`config.mk`:
```
export PLATFORM = sky130hd
export DESIGN_NAME = bcd_to_bin_seq
export DESIGN_NICKNAME = d
export VERILOG_FILES = /design/src/rtl/bcd_to_bin_seq.sv
export SDC_FILE = /design/constraint.sdc
export NUM_CORES = 1
export LEC_CHECK = 0
export ABC_AREA = 1
export ABC_CLOCK_PERIOD_IN_PS = 4300
export BUFFER_PORTS_ARGS = -buffer_cell sky130_fd_sc_hd__buf_2
export CAP_MARGIN = 20
export CORE_ASPECT_RATIO = 2
export CORE_MARGIN = 4
export CORE_UTILIZATION = 61
export CTS_CLUSTER_DIAMETER = 200
export CTS_CLUSTER_SIZE = 10
export DETAILED_ROUTE_END_ITERATION = 10
export GPL_TIMING_DRIVEN = 0
export PLACE_DENSITY = 0.87
export SLEW_MARGIN = 30
export SYNTH_ARGS = -nofsm -noshare
export SYNTH_HDL_FRONTEND = slang
export SYNTH_SLANG_ARGS = --single-unit
```
`constraint.sdc`:
```
create_clock -name clk -period 4.3 [get_ports clk]
set_clock_uncertainty 0.2 [all_clocks]
set_input_delay 0.86 -clock clk [delete_from_list [all_inputs] [get_ports clk]]
set_output_delay 0.86 -clock clk [all_outputs]
set_load 0.01 [all_outputs]
```
`src/rtl/bcd_to_bin_seq.sv`:
```
// Sequential packed-BCD to binary converter using reverse double-dabble,
// one shift per clock, with start/busy/done handshake and bad-digit detection.
module bcd_to_bin_seq #(
  parameter int DIGITS = 4,
  parameter int BIN_W  = 14
) (
  input  logic                  clk,
  input  logic                  rst_n,
  input  logic                  start,
  input  logic [4*DIGITS-1:0]   bcd_in,
  output logic                  busy,
  output logic                  done,
  output logic [BIN_W-1:0]      bin_out,
  output logic                  err
);

  localparam int BCD_W = 4 * DIGITS;
  localparam int CNT_W = $clog2(BIN_W + 1);

  typedef enum logic [1:0] {IDLE, SHIFT, DONE} state_t;

  state_t             state, state_nxt;
  logic [BCD_W-1:0]   bcd_reg;
  logic [BIN_W-1:0]   bin_reg;
  logic [CNT_W-1:0]   cnt;
  logic [BCD_W-1:0]   bcd_shift;
  logic [BCD_W-1:0]   bcd_next;
  logic [BIN_W-1:0]   bin_shift;
  logic               bad_in;
  logic               last_iter;

  function automatic logic has_bad_digit(input logic [BCD_W-1:0] v);
    logic bad;
    bad = 1'b0;
    for (int i = 0; i < DIGITS; i++) begin
      if (v[4*i +: 4] > 4'd9) bad = 1'b1;
    end
    return bad;
  endfunction

  // Undo the add-3 of forward double-dabble: any digit that picked up a
  // shifted-in weight of 8 really represents 5 in the lower decade.
  function automatic logic [BCD_W-1:0] dabble_fix(input logic [BCD_W-1:0] v);
    logic [BCD_W-1:0] r;
    r = v;
    for (int i = 0; i < DIGITS; i++) begin
      if (v[4*i +: 4] >= 4'd8) r[4*i +: 4] = v[4*i +: 4] - 4'd3;
    end
    return r;
  endfunction

  assign bad_in    = has_bad_digit(bcd_in);
  assign last_iter = (cnt == CNT_W'(BIN_W - 1));
  assign bcd_shift = {1'b0, bcd_reg[BCD_W-1:1]};
  assign bin_shift = {bcd_reg[0], bin_reg[BIN_W-1:1]};
  assign bcd_next  = dabble_fix(bcd_shift);

  assign busy = (state == SHIFT);
  assign done = (state == DONE);

  always_ff @(posedge clk or negedge rst_n) begin
    if (!rst_n) state <= IDLE;
    else        state <= state_nxt;
  end

  always_comb begin
    state_nxt = state;
    case (state)
      IDLE:    if (start) state_nxt = bad_in ? DONE : SHIFT;
      SHIFT:   if (last_iter) state_nxt = DONE;
      DONE:    state_nxt = IDLE;
      default: state_nxt = IDLE;
    endcase
  end

  // Iteration stage: load on acceptance, shift/correct while in SHIFT
  always_ff @(posedge clk or negedge rst_n) begin
    if (!rst_n) begin
      bcd_reg <= '0;
      bin_reg <= '0;
      cnt     <= '0;
      bin_out <= '0;
      err     <= 1'b0;
    end else begin
      case (state)
        IDLE: begin
          if (start) begin
            if (bad_in) begin
              err     <= 1'b1;
              bin_out <= '0;
            end else begin
              bcd_reg <= bcd_in;
              bin_reg <= '0;
              cnt     <= '0;
              err     <= 1'b0;
            end
          end
        end
        SHIFT: begin
          bcd_reg <= bcd_next;
          bin_reg <= bin_shift;
          cnt     <= cnt + CNT_W'(1);
          if (last_iter) bin_out <= bin_shift;
        end
        default: ;
      endcase
    end
  end

endmodule

```
==> key figures, run 1 <==
Worst hold path
  • Worst hold path type: register to register

Placed design
  • Placed wire-length estimate: 4400 um
  • Port Buf Inserts: 35
  • GP Congestion: 0.805

Setup path
  • WS Path Type: register to output port
  • CP endpoint kind: output port
  • R2R depth: 7
  • Critical Path RT: 3.24 ns
  • Max incr delay on CP: 0.45 ns
  • RR Startpoint: cnt[1]
  • Reg2Reg Setup Slack: 2.66 ns
  • Slowest-stage cell, CP: dfrtp_1
  • R2r endpoint: bin_out[9]
  • Startpoint Class: register
  • Max FO, Critical Path: 10
  • Crit path launch: state[1]
  • Worst Setup EP: busy
  • Critical path, cell by cell: nor2_4, buf_6, buf_2, buf_2
  • CP delay by family, top: buffers and inverters
  • Worst path depth: 4
  • CP arrival: around 1.5 ns
  • CP bufs+invs: 3
  • Crit path top cell by count: buf_2

STA
  • Setup violations, final: 0
  • Minimum clock period: between 2 and 3 ns
  • Post-Route Setup TNS: 0 ns
  • RSZ-0062 raised after global routing: false
  • Max-slew headroom: 0.586
  • Slew Limit Fails: 0
  • Tcrit/Tclk final: 0.603
  • Fmax: around 0.39 GHz
  • Final hold violations: 0
  • Slew @ Worst Pin: 0.621 ns

Logic synthesis
  • Syn_nets: 364
  • Fraction of registers with async set/reset: 1.00
  • Ys Warns: 0
  • Ys flop type: dfrtp_1
  • Mapped Area: approximately 2600 sq um
  • Yosys reg bits: 50
  • Register area share after synthesis: 0.473
  • Synth cell types: 26
  • Post-synth EDFFs: 0
  • Mapped Avg Cell Area: 7.84 sq um
  • Synth Instances: 337

Floorplanning
  • Chip Width: 54.5 um
  • IO Count: 36
  • Die Y: about 100 um
  • Row cnt: 33
  • CORE AREA: 4130 sq um
  • Die ar.: 5510 sq um
  • Initial Utilization: 0.640

Route
  • Drt wl/cell: 13.6 um
  • Via/cell ratio: 5.44
  • Vias post-DR: between 2k and 2.5k
  • Iteration-0 DRC count of the detailed router: 65
  • Post-DRT Antenna Nets: 0
  • Post-Route WL: slightly below 6000 um
  • DR DRC count: 0
  • DR pass1 iterations: 4

Finish
  • Leading cell type in the layout, fill and taps excluded: nand2_1
  • Final #Nets: ~410
  • ANT cells: 0
  • Flip-flop and latch area: 1250 sq um
  • Area Overhead vs Synth: 12.6%
  • Filler instances: 357
  • Number of flip-flops in the largest register: 16
  • Layout cells sized above 1: 0.187
  • Multi-input gate area: 1170 sq um
  • Most frequent cells in the layout: nand2_1, dfrtp_1, buf_2

Global routing
  • Pin count of the biggest net entering global routing: slightly above 50
  • First-pass GRT wire length: 10,100 um
  • Number of global-route vias before repair: between 2k and 2.5k
  • Initial antenna violation count: 0
  • Gr ovfl total: 0
  • GRT Total Usage: 0.249

Pwr
  • Switching power: between 700 and 800 uW
  • Combinational share of power: 0.411
  • Clock share of power: 0.157
  • P_int: 1.02 mW
  • Power, Total: approximately 1.8 mW
  • Power per cell area: 590 nW/um^2
  • Switching Share: 0.421
  • Worst IR Drop VDD: 0.476 mV
  • Sequential power share: 0.432
  • Leak Pwr: 1.75 nW

Run status
  • Outcome: finished clean

CTS
  • CTS clk-pin slew, worst paths: 0.09 ns
  • H-tree Lvls: 2
  • Clk root buf: clkbuf_8
  • TritonCTS clock tree: built
  • TritonCTS Buffers: 5
  • Clock latency on the worst-skew pair: 0.30 ns
  • Setup repair bufs after CTS: 0
  • Cts repair resizes: 0
  • Number of hold buffers added after cts: 0
  • CTS max path bufs: 2
  • Clock sink count: 50

Flow run
  • Number of max-cap violations: 0
-- tightest hold or removal path, stage by stage (launching register included) --
cell and delay [ns]:
dfrtp_1 0.35, nand2_1 0.05, nand2_1 0.04
-- per-layer routing --
metal  part of all wire  GRT usage  routed length, um  vias to the layer above
met3              0.035     0.0370                207                       24
li1                   -          -                  -                     1141
met2               0.53      0.430               3140                       64
met5                  0          0                  0                        -
met4              0.045      0.163                267                        0
met1               0.38      0.262               2270                     1119
-- cell usage after synthesis, types with 2 or more instances --
master	n	area share
nor2_1	18	0.026
o21ai_1	5	0.0095
nand2_4	3	0.013
nand3_1	25	0.047
o21bai_1	3	0.0085
ha_1	8	0.038
inv_1	18	0.026
o22ai_1	3	0.0071
inv_2	5	0.0071
buf_4	3	0.0085
dfrtp_1	50	0.47
o21ai_0	5	0.0095
buf_6	8	0.034
nand4_1	14	0.033
a21oi_1	3	0.0057
buf_2	4	0.0076
nand2_1	152	0.22
nand2_2	2	0.0047
-- area by class of cell --
| type | instances | area share |
|---|---|---|
| plain buffers | 15 | 0.0446 |
| clock buffers | 7 | 0.0290 |
| clock inverters | 1 | 0.00168 |
| inverters | 23 | 0.0290 |
| multi-input cells | 249 | 0.394 |
| flip-flops and latches | 50 | 0.420 |
| well taps | 52 | 0.0219 |
| repair buffers | 35 | 0.0597 |
-- cell families after synthesis --
group                      synth area share
buffers and inverters                0.0829
and+or+nand+nor                       0.353
adders and majority gates            0.0379
DFF                                   0.473
xor gates and xnor gates            0.00331
AOI/OAI and AO/OA                    0.0492
-- worst min path at each step --
stage	start	to	slack, ns	depth (start not counted)
after detailed placement	bin_out[9]	bin_out[9]	0.25	2
after floorplan	bcd_reg[13]	bcd_reg[13]	0.24	2
final	bin_out[11]	bin_out[11]	0.27	2
after global placement	bin_out[4]	bin_out[4]	0.25	2
after global routing	bin_out[9]	bin_out[9]	0.29	2
after CTS	bin_out[9]	bin_out[9]	0.27	2
-- power by group through the flow --
stage / clock [mW] / combinational, mW / sequential, mW
2_1_floorplan: 0 / 0.554 / 0.729
3_3_place_gp: 0 / 0.691 / 0.758
3_5_place_dp: 0 / 0.724 / 0.764
4_1_cts: 0.285 / 0.728 / 0.756
5_1_grt: 0.296 / 0.831 / 0.781
6_report: 0.275 / 0.722 / 0.760
-- stage by stage --
stage | std cells | setup WS [ns] | util | hold slack (ns) | cell area [sq um]
floorplan | 337 | 2.31 | - | 0.242 | 2640
global placement | 424 | 2.04 | 0.698 | 0.251 | 2880
detailed placement | 424 | 2.03 | 0.699 | 0.253 | 2890
CTS | 432 | 1.69 | 0.721 | 0.275 | 2980
global route | 432 | 1.64 | 0.721 | 0.294 | 2980
finish | 432 | 1.71 | 0.721 | 0.270 | 2980
No activity file was read; power rests on OpenSTA's default activity.
==> run 2, diff against run 1 <==
--- a/config.mk
+++ b/config.mk
@@ -6,17 +6,17 @@
 export NUM_CORES = 1
 export LEC_CHECK = 0
 export ABC_AREA = 1
-export ABC_CLOCK_PERIOD_IN_PS = 4300
+export ABC_CLOCK_PERIOD_IN_PS = 2250
 export BUFFER_PORTS_ARGS = -buffer_cell sky130_fd_sc_hd__buf_2
 export CAP_MARGIN = 20
 export CORE_ASPECT_RATIO = 2
 export CORE_MARGIN = 4
-export CORE_UTILIZATION = 61
+export CORE_UTILIZATION = 52
 export CTS_CLUSTER_DIAMETER = 200
 export CTS_CLUSTER_SIZE = 10
 export DETAILED_ROUTE_END_ITERATION = 10
 export GPL_TIMING_DRIVEN = 0
-export PLACE_DENSITY = 0.87
+export PLACE_DENSITY = 0.79
 export SLEW_MARGIN = 30
 export SYNTH_ARGS = -nofsm -noshare
 export SYNTH_HDL_FRONTEND = slang
==> constraint.sdc (replaced) <==
create_clock -name clk -period 2.25 [get_ports clk]
set_clock_uncertainty 0.2 [all_clocks]
set_input_delay 0.45 -clock clk [delete_from_list [all_inputs] [get_ports clk]]
set_output_delay 0.45 -clock clk [all_outputs]
set_load 0.01 [all_outputs]
==> key figures, run 2 (same netlist as run 1, synthesis figures left out) <==
CTS
  • TritonCTS Buffers: 5
  • Setup repair bufs after CTS: 0
  • CTS clk-pin slew, worst paths: 0.08 ns
  • Clock latency on the worst-skew pair: ~0.30 ns
  • Clock sink count: 50
  • H-tree Lvls: 2
  • TritonCTS clock tree: built
  • CTS max path bufs: 2
  • Cts repair resizes: 0
  • Clk root buf: clkbuf_8

STA
  • Slew Limit Fails: 0
  • Tcrit/Tclk final: 0.891
  • Final hold violations: 0
  • Max-slew headroom: 0.569
  • Slew @ Worst Pin: approximately 0.65 ns
  • Final setup margin: 0.245 ns
  • Post-Route Setup TNS: 0 ns
  • Setup violations, final: 0
  • Minimum clock period: roughly 2.0 ns
  • RSZ-0062 raised after global routing: false
  • Fmax: approximately 0.5 GHz

Global routing
  • Number of global-route vias before repair: 2,267
  • Initial antenna violation count: 0
  • GRT Total Usage: 0.210
  • Gr ovfl total: 0
  • Pin count of the biggest net entering global routing: 51
  • First-pass GRT wire length: about 10,000 um

Pwr
  • Power per cell area: about 1100 nW/um^2
  • Power, Total: roughly 3.4 mW
  • Leak Pwr: 1.75 nW
  • Worst IR Drop VDD: 0.725 mV

Setup path
  • Startpoint Class: register
  • R2R depth: 5
  • Max FO, Critical Path: 19
  • Critical Path RT: 1.60 ns
  • CP arrival: 1.36 ns
  • Crit path launch: state[1]
  • RR Startpoint: state[1]
  • WS Path Type: register to output port
  • CP endpoint kind: output port

Worst hold path
  • Worst hold path type: primary input to register
  • WHS Path Cells: 3
  • Hold_sp: bcd_in[15]

Floorplanning
  • Initial Utilization: 0.538
  • Row cnt: 36
  • Die Y: 109 um
  • IO Count: 36
  • Chip Width: 58.4 um
  • CORE AREA: 4910 sq um
  • Die ar.: 6360 sq um

Route
  • DR DRC count: 0
  • Vias post-DR: 2,342
  • Drt wl/cell: 13.7 um
  • Via/cell ratio: 5.36
  • DR pass1 iterations: 4
  • Met2 WL: 3240 um
  • Met3 WL: 281 um
  • Met1 wire length: between 2000 and 2500 um
  • Iteration-0 DRC count of the detailed router: 130
  • Post-Route WL: about 6000 um
  • DR top layer: met4
  • Post-DRT Antenna Nets: 0

Placed design
  • Worst Setup Slack post-DPL: slightly above 0.4 ns
  • Placed wire-length estimate: approximately 4400 um
  • Cell Count Post-Placement: 429
  • Port Buf Inserts: 35
  • GP Congestion: between 0.9 and 1

Finish
  • Number of flip-flops in the largest register: 16
  • Layout Cells excl Fill: 437
  • Leading cell type in the layout, fill and taps excluded: nand2_1
  • Layout cells sized above 1: 0.184
  • ANT cells: 0
  • Area Overhead vs Synth: 13.1%
  • Most frequent cells in the layout: nand2_1, dfrtp_1, buf_2
  • Filler instances: approximately 470
  • Final #Nets: 406

Run status
  • Outcome: finished clean

Flow run
  • Number of max-cap violations: 0
[run 2: cell types whose count changed in the layout (fill, tap and decap cells not counted), sizes merged]
cell,previous run,this run
buf,50,49
dlygate4sd3,0,1
[run 2: final timing paths]
path                               endpoint  slack [ns]
worst max-delay path                   busy        0.24
worst min-delay path            bcd_reg[15]        0.21
worst max register to register   bin_out[9]        0.61
worst min register to register   bin_out[9]        0.27
max in group asynchronous       bin_out[12]        0.90
min in group asynchronous        bcd_reg[5]        0.50
[run 2: layer usage]
layer | GRT usage | vias to the layer above
met5 | 0 | -
met4 | 0.118 | 0
met3 | 0.0391 | 16
met2 | 0.364 | 68
met1 | 0.235 | 1113
li1 | - | 1145
[run 2: repair_timing]
action,in CTS,in global routing
hold buffers,1,0
endpoints found under the setup margin,0,1
hold endpoints to repair,50,0
[run 2: report_power, final]
group / internal [mW] / switching (mW) / leakage [nW] / total, mW
Combinational: 0.524 / 0.861 / 1.04 / 1.38
Sequential: 1.17 / 0.275 / 0.664 / 1.45
Clock: 0.249 / 0.293 / 0.0482 / 0.542
[run 2: per-stage QoR]
step	cell area (sq um)	hold WS (ns)	util
4_1_cts	2990	0.200	0.610
6_report	2990	0.211	0.609
2_1_floorplan	2640	-0.0456	-
3_5_place_dp	2890	0.254	0.589
5_1_grt	2990	0.241	0.609
3_3_place_gp	2890	0.251	0.588
[run 2: layout make-up]
type                            count  area (sq um)  area share
Sequential cell                    50          1250       0.419
Multi-Input combinational cell    249          1170       0.392
Timing Repair Buffer               36           188      0.0628
Buffer                             14           128      0.0427
Clock buffer                        7          86.3      0.0289
Inverter                           23          86.3      0.0289
Tap cell                           57          71.3      0.0239
Clock inverter                      1          5.00     0.00168
[run 2: critical path, stage by stage (launching register included)]
cell and delay [ns]:
dfrtp_1 0.46, nor2_4 0.22, buf_6 0.22, buf_2 0.16
==> run 3, diff against run 2 <==
--- a/config.mk
+++ b/config.mk
@@ -15,7 +15,6 @@
 export CTS_CLUSTER_DIAMETER = 200
 export CTS_CLUSTER_SIZE = 10
 export DETAILED_ROUTE_END_ITERATION = 10
-export GPL_TIMING_DRIVEN = 0
 export PLACE_DENSITY = 0.79
 export SLEW_MARGIN = 30
 export SYNTH_ARGS = -nofsm -noshare
==> key figures, run 3 (same netlist as run 1, synthesis figures left out) <==
STA
  • Slew @ Worst Pin: 0.624 ns
  • Final setup margin: 0.149 ns
  • Max-slew headroom: 0.584
  • Final hold violations: 0
  • Fmax: 0.476 GHz
  • RSZ-0062 raised after global routing: false
  • Tcrit/Tclk final: 0.934
  • Minimum clock period: 2.10 ns
  • Slew Limit Fails: 0
  • Setup violations, final: 0
  • Post-Route Setup TNS: 0 ns

Pwr
  • Combinational share of power: 0.363
  • Switching Share: 0.410
  • Power per cell area: between 1000 and 1500 nW/um^2
  • P_int: 1.92 mW
  • Leak Pwr: ~1.7 nW
  • Worst IR Drop VDD: 0.864 mV
  • Clock share of power: 0.193
  • Sequential power share: 0.444
  • Switching power: 1.34 mW

Floorplanning
  • Chip Width: 58.4 um
  • IO Count: 36
  • Initial Utilization: 0.538
  • Die Y: 109 um
  • CORE AREA: 4910 sq um
  • Die ar.: 6360 sq um
  • Row cnt: 36

Route
  • Met3 WL: between 200 and 250 um
  • Post-Route WL: between 5000 and 6000 um
  • Drt wl/cell: 12.9 um
  • DR DRC count: 0
  • Met1 wire length: between 2000 and 2500 um
  • DR top layer: met4
  • Vias post-DR: 2,240
  • DR pass1 iterations: 4
  • Iteration-0 DRC count of the detailed router: 118
  • Via/cell ratio: around 5.3
  • Post-DRT Antenna Nets: 0
  • Met2 WL: roughly 3000 um

CTS
  • CTS max path bufs: 2
  • Setup repair bufs after CTS: 0
  • H-tree Lvls: 2
  • Clock sink count: 50
  • CTS clk-pin slew, worst paths: 0.09 ns
  • Clock latency on the worst-skew pair: 0.29 ns
  • TritonCTS Buffers: 5
  • Cts repair resizes: 0
  • Number of hold buffers added after cts: 0
  • Clk root buf: clkbuf_8
  • TritonCTS clock tree: built

Finish
  • ANT cells: 0
  • Area Overhead vs Synth: 9.71%
  • Most frequent cells in the layout: nand2_1, dfrtp_1, buf_2
  • Layout Cells excl Fill: 425
  • Final #Nets: 395
  • Post-Route Utilization: 0.590
  • Layout cells sized above 1: 0.163
  • Leading cell type in the layout, fill and taps excluded: nand2_1
  • Number of flip-flops in the largest register: 16

Placed design
  • GP Congestion: 0.854
  • Placed wire-length estimate: 3990 um
  • Worst Setup Slack post-DPL: 0.411 ns
  • Cell Count Post-Placement: 418
  • Port Buf Inserts: 35

Global routing
  • GRT Total Usage: 0.187
  • Initial antenna violation count: 0
  • Number of global-route vias before repair: 2,246
  • Pin count of the biggest net entering global routing: 51
  • First-pass GRT wire length: about 9400 um
  • Gr ovfl total: 0

Setup path
  • Critical Path RT: around 1.6 ns
  • Startpoint Class: register
  • Max FO, Critical Path: 22
  • CP arrival: around 1.5 ns
  • WS Path Type: register to output port
  • CP endpoint kind: output port
  • R2R depth: 6

Flow run
  • Number of max-cap violations: 0

Run status
  • Outcome: finished clean

Worst hold path
  • Worst hold path type: primary input to async pin
==> run 3: changes by cell type in the layout (fill, tap and decap cells not counted) <==
cell	previous run	this run
buf_6	8	0
buf_2	37	35
bufinv_16	0	1
clkbuf_1	1	0
clkinv_2	1	0
dlygate4sd3_1	1	0
==> run 3: power groups by stage <==
stage / registers [mW] / clock network [mW] / logic (mW)
3_5_place_dp: 1.46 / 0 / 1.19
2_1_floorplan: 1.39 / 0 / 1.06
6_report: 1.45 / 0.629 / 1.18
4_1_cts: 1.45 / 0.652 / 1.20
3_3_place_gp: 1.45 / 0 / 1.15
5_1_grt: 1.49 / 0.678 / 1.37
==> run 3: per-stage QoR <==
stage / total power [mW] / instance area (sq um) / hold WS, ns
6_report: 3.26 / 2900 / 0.0430
5_1_grt: 3.54 / 2900 / 0.0959
2_1_floorplan: 2.45 / 2640 / -0.0456
3_5_place_dp: 2.66 / 2790 / 0.254
4_1_cts: 3.30 / 2900 / 0.0641
3_3_place_gp: 2.60 / 2790 / 0.253
==> run 3: worst max-delay path, cell delays in order, from the launching register on <==
cell,delay (ns)
dfrtp_1,0.46
nor2_4,0.46
buf_2,0.23
==> run 3: final cells by class <==
cell class	instances	area, sq um
fillers	448	2010
flip-flops and latches	50	1250
multi-input cells	249	1170
repair buffers	39	205
inverters	23	86.3
clock buffers	6	82.6
well taps	57	71.3
clock inverters	1	30.0
==> run 3: worst paths after layout <==
| path | startpoint | end | slack [ns] |
|---|---|---|---|
| setup / recovery | state[1] | busy | 0.15 |
| hold / removal | rst_n | bcd_reg[5] | 0.04 |
| setup reg to reg | state[1] | bcd_reg[1] | 0.45 |
| hold reg to reg | bin_out[10] | bin_out[10] | 0.28 |
| max in group asynchronous | rst_n | bcd_reg[10] | 1.38 |
| min in group clk | bcd_in[15] | bcd_reg[15] | 0.24 |
==> run 3: routing by layer <==
metal,GRT usage,up-vias
met3,0.0225,8
met5,0,-
li1,-,1119
met4,0.0813,0
met1,0.198,1071
met2,0.355,42
